--- src/rtl/mips_pkg.sv ---
// Purpose: opcode constants shared by the instruction-memory loader and the main decoder.
// Latency: none; constants and a pure combinational helper only.
// Backpressure: not applicable.
package mips_pkg;

    localparam logic [5:0] OP_RTYPE = 6'b000000;
    localparam logic [5:0] OP_LW    = 6'b100011;
    localparam logic [5:0] OP_SW    = 6'b101011;
    localparam logic [5:0] OP_BEQ   = 6'b000100;
    localparam logic [5:0] OP_ADDI  = 6'b001000;
    localparam logic [5:0] OP_J     = 6'b000010;

    // True for every opcode the single-cycle core can execute.
    function automatic logic op_supported(input logic [5:0] op);
        return (op == OP_RTYPE) || (op == OP_LW)   || (op == OP_SW) ||
               (op == OP_BEQ)   || (op == OP_ADDI) || (op == OP_J);
    endfunction

endpackage

--- src/rtl/imem_loader_word_assembler.sv ---
// Purpose: shifts stream bytes MSB-first into a 32-bit word and flags the 4th byte.
// Latency: word register updates on the edge that accepts the byte; full is combinational.
// Backpressure: none of its own; shifts only when load is asserted by the parent.
// Ports: clk, reset (sync, active-high); load shifts byte_in in; clear empties the word
//        and byte index; word is the shift register; full marks a load that completes a word.
module word_assembler (
    input  logic        clk,
    input  logic        reset,
    input  logic        load,
    input  logic        clear,
    input  logic [7:0]  byte_in,
    output logic [31:0] word,
    output logic        full
);

    logic [1:0] idx;

    always_ff @(posedge clk) begin
        if (reset || clear) begin
            word <= '0;
            idx  <= '0;
        end else if (load) begin
            word <= {word[23:0], byte_in};
            idx  <= idx + 2'd1;   // wraps to 0 after the 4th byte, ready for the next word
        end
    end

    assign full = load && (idx == 2'd3);

endmodule

--- src/rtl/imem_loader.sv ---
// Purpose: boot loader; takes a header byte N and N big-endian words, writes them to imem.
// Latency: write cycle directly follows the 4th byte of a word; at best one word per 5 cycles.
// Backpressure: byte_ready is a registered function of state only; low during the write cycle.
// Ports: clk, reset (sync, active-high), start; byte_in/byte_valid/byte_ready stream input;
//        imem_we/imem_addr/imem_wd memory write port; cpu_reset, done, error, count status.
// Build option: define IMEM_LOADER_OPCHK_EN to reject words whose opcode the core lacks.
module imem_loader
    import mips_pkg::*;
#(
    parameter int AW    = 6,
    parameter int WORDS = 64
) (
    input  logic          clk,
    input  logic          reset,
    input  logic          start,
    input  logic [7:0]    byte_in,
    input  logic          byte_valid,
    output logic          byte_ready,
    output logic          imem_we,
    output logic [AW-1:0] imem_addr,
    output logic [31:0]   imem_wd,
    output logic          cpu_reset,
    output logic          done,
    output logic          error,
    output logic [AW:0]   count
);

    typedef enum logic [2:0] {IDLE, HDR, DATA, WRITE, DONE, ERR} state_t;

    localparam int         CW      = AW + 1;
    localparam logic [7:0] WORDS_B = 8'(WORDS);

    state_t      state;
    logic [AW:0] n_words;
    logic [AW:0] count_inc;
    logic [31:0] asm_word;
    logic        asm_full;
    logic        asm_load;
    logic        asm_clear;
    logic        accept;
    logic        op_ok;
    logic        in_write;

    assign accept    = byte_valid && byte_ready;
    assign asm_load  = accept && (state == DATA);
    assign asm_clear = accept && (state == HDR);
    assign count_inc = count + 1'b1;
    assign in_write  = (state == WRITE);

    word_assembler u_asm (
        .clk     (clk),
        .reset   (reset),
        .load    (asm_load),
        .clear   (asm_clear),
        .byte_in (byte_in),
        .word    (asm_word),
        .full    (asm_full)
    );

`ifdef IMEM_LOADER_OPCHK_EN
    assign op_ok = op_supported(asm_word[31:26]);
`else
    assign op_ok = 1'b1;
`endif

    // The assembled word sits complete in the shift register throughout WRITE,
    // so the write port is decoded from state; zeros elsewhere keep waveforms clean.
    assign imem_we   = in_write && op_ok;
    assign imem_addr = in_write ? count[AW-1:0] : '0;
    assign imem_wd   = in_write ? asm_word : '0;

    always_ff @(posedge clk) begin
        if (reset) begin
            state      <= IDLE;
            byte_ready <= 1'b0;
            cpu_reset  <= 1'b1;
            done       <= 1'b0;
            error      <= 1'b0;
            count      <= '0;
            n_words    <= '0;
        end else begin
            case (state)
                IDLE: begin
                    if (start) begin
                        state      <= HDR;
                        byte_ready <= 1'b1;
                    end
                end
                HDR: begin
                    if (byte_valid) begin
                        if (byte_in == 8'd0) begin
                            state      <= DONE;
                            byte_ready <= 1'b0;
                            cpu_reset  <= 1'b0;
                            done       <= 1'b1;
                        end else if (byte_in > WORDS_B) begin
                            state      <= ERR;
                            byte_ready <= 1'b0;
                            error      <= 1'b1;
                        end else begin
                            state   <= DATA;
                            n_words <= CW'(byte_in);
                            count   <= '0;
                        end
                    end
                end
                DATA: begin
                    if (asm_full) begin
                        state      <= WRITE;
                        byte_ready <= 1'b0;
                    end
                end
                WRITE: begin
                    if (!op_ok) begin
                        state <= ERR;
                        error <= 1'b1;
                    end else begin
                        count <= count_inc;
                        if (count_inc == n_words) begin
                            state     <= DONE;
                            cpu_reset <= 1'b0;
                            done      <= 1'b1;
                        end else begin
                            state      <= DATA;
                            byte_ready <= 1'b1;
                        end
                    end
                end
                DONE, ERR: begin
                    if (start) begin
                        state      <= HDR;
                        byte_ready <= 1'b1;
                        cpu_reset  <= 1'b1;
                        done       <= 1'b0;
                        error      <= 1'b0;
                        count      <= '0;
                    end
                end
                default: state <= IDLE;
            endcase
        end
    end

endmodule

--- config.mk ---
export PLATFORM = sky130hd
export DESIGN_NAME = imem_loader
export DESIGN_NICKNAME = d
export VERILOG_FILES = /design/src/rtl/mips_pkg.sv /design/src/rtl/imem_loader_word_assembler.sv /design/src/rtl/imem_loader.sv
export SDC_FILE = /design/constraint.sdc
export NUM_CORES = 1
export LEC_CHECK = 0
export BUFFER_PORTS_ARGS = -buffer_cell sky130_fd_sc_hd__buf_2
export CAP_MARGIN = 20
export CORE_ASPECT_RATIO = 1.2
export CORE_MARGIN = 10
export CORE_UTILIZATION = 50
export CTS_BUF_LIST = sky130_fd_sc_hd__clkbuf_8
export CTS_CLUSTER_SIZE = 25
export DETAILED_ROUTE_END_ITERATION = 7
export PLACE_DENSITY = 0.81
export SLEW_MARGIN = 5
export SYNTH_ARGS = -nofsm -noshare
export SYNTH_HDL_FRONTEND = slang
export SYNTH_SLANG_ARGS = --single-unit
--- constraint.sdc ---
create_clock -name clk -period 4 [get_ports clk]
set_input_delay 0.8 -clock clk [delete_from_list [all_inputs] [get_ports clk]]
set_output_delay 0.8 -clock clk [all_outputs]
set_load 0.02 [all_outputs]
==> results.json <==
{
  "status": "complete, no violations",
  "dp_slack_ns": 1.16,
  "hpwl_um": 5140,
  "synthAdderAreaFrac": 0.00894,
  "hold_depth": 2,
  "cap_violations": 0,
  "viasPerCell": 5.80,
  "setup_violations": 0,
  "async_flop_share": 0,
  "grt_pass1_vias": 2414,
  "groute.usage.overall": 0.160,
  "cts_hold_buf": 0,
  "ys_seq_area_frac": 0.393,
  "clock_sinks": 55,
  "min_from": "u_asm.word[25]$_SDFFE_PP0P_",
  "min_path_type": "register to register",
  "ys_top_cells_by_area": "dfxtp_1 39%, nand2_1 9.7%, and3_1 9.2%",
  "synth_area_per_cell_um2": 7.74,
  "internal_power_uw": 745,
  "wl_per_cell_um": 15.5,
  "n_antenna_cell": 0,
  "cts_resized": 0,
  "crit_required_ns": 3.20,
  "tns_ns": 0,
  "fp.dieArea_um2": 9010,
  "regToRegStartpoint": "state[0]$_SDFFE_PP0P_",
  "ff2ff_path_depth": 6,
  "worstPathArrival_ns": 2.09,
  "synth-compound-area-share": 0.176,
  "syn_to_final_growth_pct": 14.3,
  "synthCells": 362,
  "synth_seq_cells": 55,
  "worst_slew_pin_slew_ns": 1.03,
  "synth_nets": 376,
  "yosysUniqueCellTypes": 44,
  "end_kind": "output pin",
  "slowest_stage": "dfxtp_1",
  "core_area_um2": 5370,
  "yosysTopAreaCell": "dfxtp_1",
  "die_x_um": 88.3,
  "swShare": 0.258,
  "rsz0062_at_grt": "no",
  "cts.path.max_buffers": 2,
  "htreeDepth": 2,
  "clk_pin_slew_worst_paths_ns": 0.09,
  "cts_setup_buffers": 0,
  "cts-root-buf": "clkbuf_8",
  "pwr-share-comb": 0.099,
  "fin_skew_ns": 0.00821,
  "antenna_found_initial": 0,
  "r2r_end": "n_words[2]$_SDFFE_PP0P_",
  "slew_viol_final": 0,
  "finalHoldViolCount": 0,
  "die_h_um": 102,
  "yosysWarnings": 0,
  "crit_chain": "nand2_2 > inv_1 > buf_2",
  "wirelength_um": 7220,
  "cts_buffers": 5,
  "synthXorXnorAreaFrac": 0.0344,
  "layout_setup_ws_ns": 1.11,
  "seqPwrFrac": 0.565,
  "drive_gt1_frac": 0.203,
  "drc": 0,
  "switchingPower_uw": 259,
  "leakage_nw": 1.44,
  "overflow": 0,
  "dr.pass1.iters": 5,
  "fp-row-count": 29,
  "finalCriticalPeriod_ns": 2.89,
  "yosys.area_share.simple": 0.299,
  "synthFlopType": "dfxtp_1",
  "cp_max_fo": 32,
  "timing.fmax_ghz": 0.346,
  "vias": 2699,
  "grt_start_max_net_pins": 35,
  "critPathKind": "register to output pin",
  "nets": 416,
  "cts_tree": "done",
  "netlist_area_um2": 2800,
  "synth_mux_area_frac": 0.0322,
  "synth_top_area_frac": 0.393,
  "grt_pass1_wl_um": 11800,
  "ios": 62,
  "regToRegSetupSlack_ns": 1.13,
  "max_slew_margin": 0.311,
  "globalplace.congestion": 0.900,
  "synth-edff-count": 0,
  "pwr-share-clk": 0.336,
  "slowest_delay_ns": 0.95,
  "clk_latency_ns": 0.31,
  "initial_core_util": 0.521,
  "worstSetupStartpointType": "register",
  "portBuffers": 61,
  "synth_top_family_by_area": "simple AND/OR/NAND/NOR gates",
  "whs_endpoint": "u_asm.word[25]$_SDFFE_PP0P_",
  "min_period_over_period": 0.722,
  "ant_nets": 0,
  "powerDensity_nw_per_um2": 314,
  "drt_iter0_drc": 192,
  "vdd_drop_max_mv": 0.174
}
[layer usage]
| layer | wire length [um] | up-vias | part of all wire | GRT usage |
|---|---|---|---|---|
| li1 | - | 1340 | - | - |
| met1 | 2940 | 1274 | 0.41 | 0.191 |
| met2 | 3710 | 81 | 0.51 | 0.275 |
| met3 | 521 | 4 | 0.072 | 0.0438 |
| met4 | 53 | 0 | 0.0073 | 0.0411 |
| met5 | 0 | - | 0 | 0 |
[power by group through the flow]
stage	clock network [mW]	registers [mW]	logic (mW)
2_1_floorplan	0	0.574	0.0753
3_3_place_gp	0	0.579	0.0955
3_5_place_dp	0	0.580	0.0974
4_1_cts	0.345	0.567	0.0976
5_1_grt	0.365	0.569	0.110
6_report	0.337	0.567	0.0989
[cell usage in the layout, fill, tap and decap left out, types with 3 or more instances in the layout]
master / count
nand2_1: 72
buf_2: 61
dfxtp_1: 55
a21oi_1: 44
and3_1: 41
nor2_1: 21
mux2i_1: 9
o21ai_0: 8
nor3_1: 8
xnor2_1: 7
clkbuf_8: 7
inv_1: 5
a31oi_1: 5
a21o_1: 4
nor2b_1: 4
xor2_1: 4
nand4_1: 3
and3b_1: 3
nand3_1: 3
a311oi_1: 3
buf_4: 3
[final cells by class]
type                            instances  area, um2
Clock buffer                            7       96.3
Clock inverter                          1       7.51
Fill cell                             508       2170
Inverter                                5       18.8
Multi-Input combinational cell        270       1540
Sequential cell                        55       1100
Tap cell                               62       77.6
Timing Repair Buffer                   65        355
[cells in the mapped netlist (2+ instances only)]
library cell and count:
a21oi_1 44, nand2_1 72, or4_1 2, nor3b_1 2, a311oi_1 3, a31o_2 2, nand3_1 3, nor2_1 21
and3_1 41, clkbuf_1 19, nand4_1 3, dfxtp_1 55, buf_2 12, a21o_1 4, mux2i_1 9, nor3_1 8
xor2_1 4, inv_1 5, ha_1 2, nor2b_1 5, and3b_1 3, a31oi_1 5, o211ai_1 2, xnor2_1 7
a32oi_1 2, o21bai_1 2, o21ai_0 8
[sequential cells by signal, summed over array words and instances (netlist names)]
| name | flops |
|---|---|
| n_words | 7 |
| error | 1 |
| u_asm.word | 32 |
| done | 1 |
| cpu_reset | 1 |
| u_asm.idx | 2 |
| count | 7 |
| byte_ready | 1 |
| state | 3 |
[cell families (layout without fill, tap and decap cells)]
family | Yosys count | after routing
AOI/OAI and AO/OA | 81 | 81
xor gates and xnor gates | 11 | 11
adders and majority gates | 2 | 2
buffers and inverters | 37 | 78
DFF | 55 | 55
muxes | 9 | 9
and+or+nand+nor | 167 | 167
[stage by stage]
stage	hold slack, ns	power (mW)	std cells	instance area (um2)	util
after floorplan	0.432	0.650	362	2800	-
after global placement	0.436	0.675	456	3070	0.572
after detailed placement	0.443	0.677	456	3070	0.572
after CTS	0.457	1.01	464	3170	0.591
after global routing	0.480	1.04	465	3200	0.596
final	0.453	1.00	465	3200	0.596
[critical path: cells and delay by family (launching register included)]
kind	cells	cell delay, ns
buffers and inverters	2	0.59
AND/OR/NAND/NOR	1	0.23
flip-flops	1	0.95
[worst max-delay path by stage]
stage                          startpoint                       to  cells past startpoint
floorplan           state[1]$_SDFFE_PP0P_              imem_wd[17]                      4
global placement    state[0]$_SDFFE_PP0P_  n_words[3]$_SDFFE_PP0P_                      6
detailed placement  state[0]$_SDFFE_PP0P_  n_words[2]$_SDFFE_PP0P_                      6
CTS                 state[0]$_SDFFE_PP0P_  n_words[2]$_SDFFE_PP0P_                      6
global route        state[0]$_SDFFE_PP0P_  n_words[4]$_SDFFE_PP0P_                      6
finish              state[1]$_SDFFE_PP0P_                  imem_we                      3
Note: power is estimated with default switching activity, not from simulation.
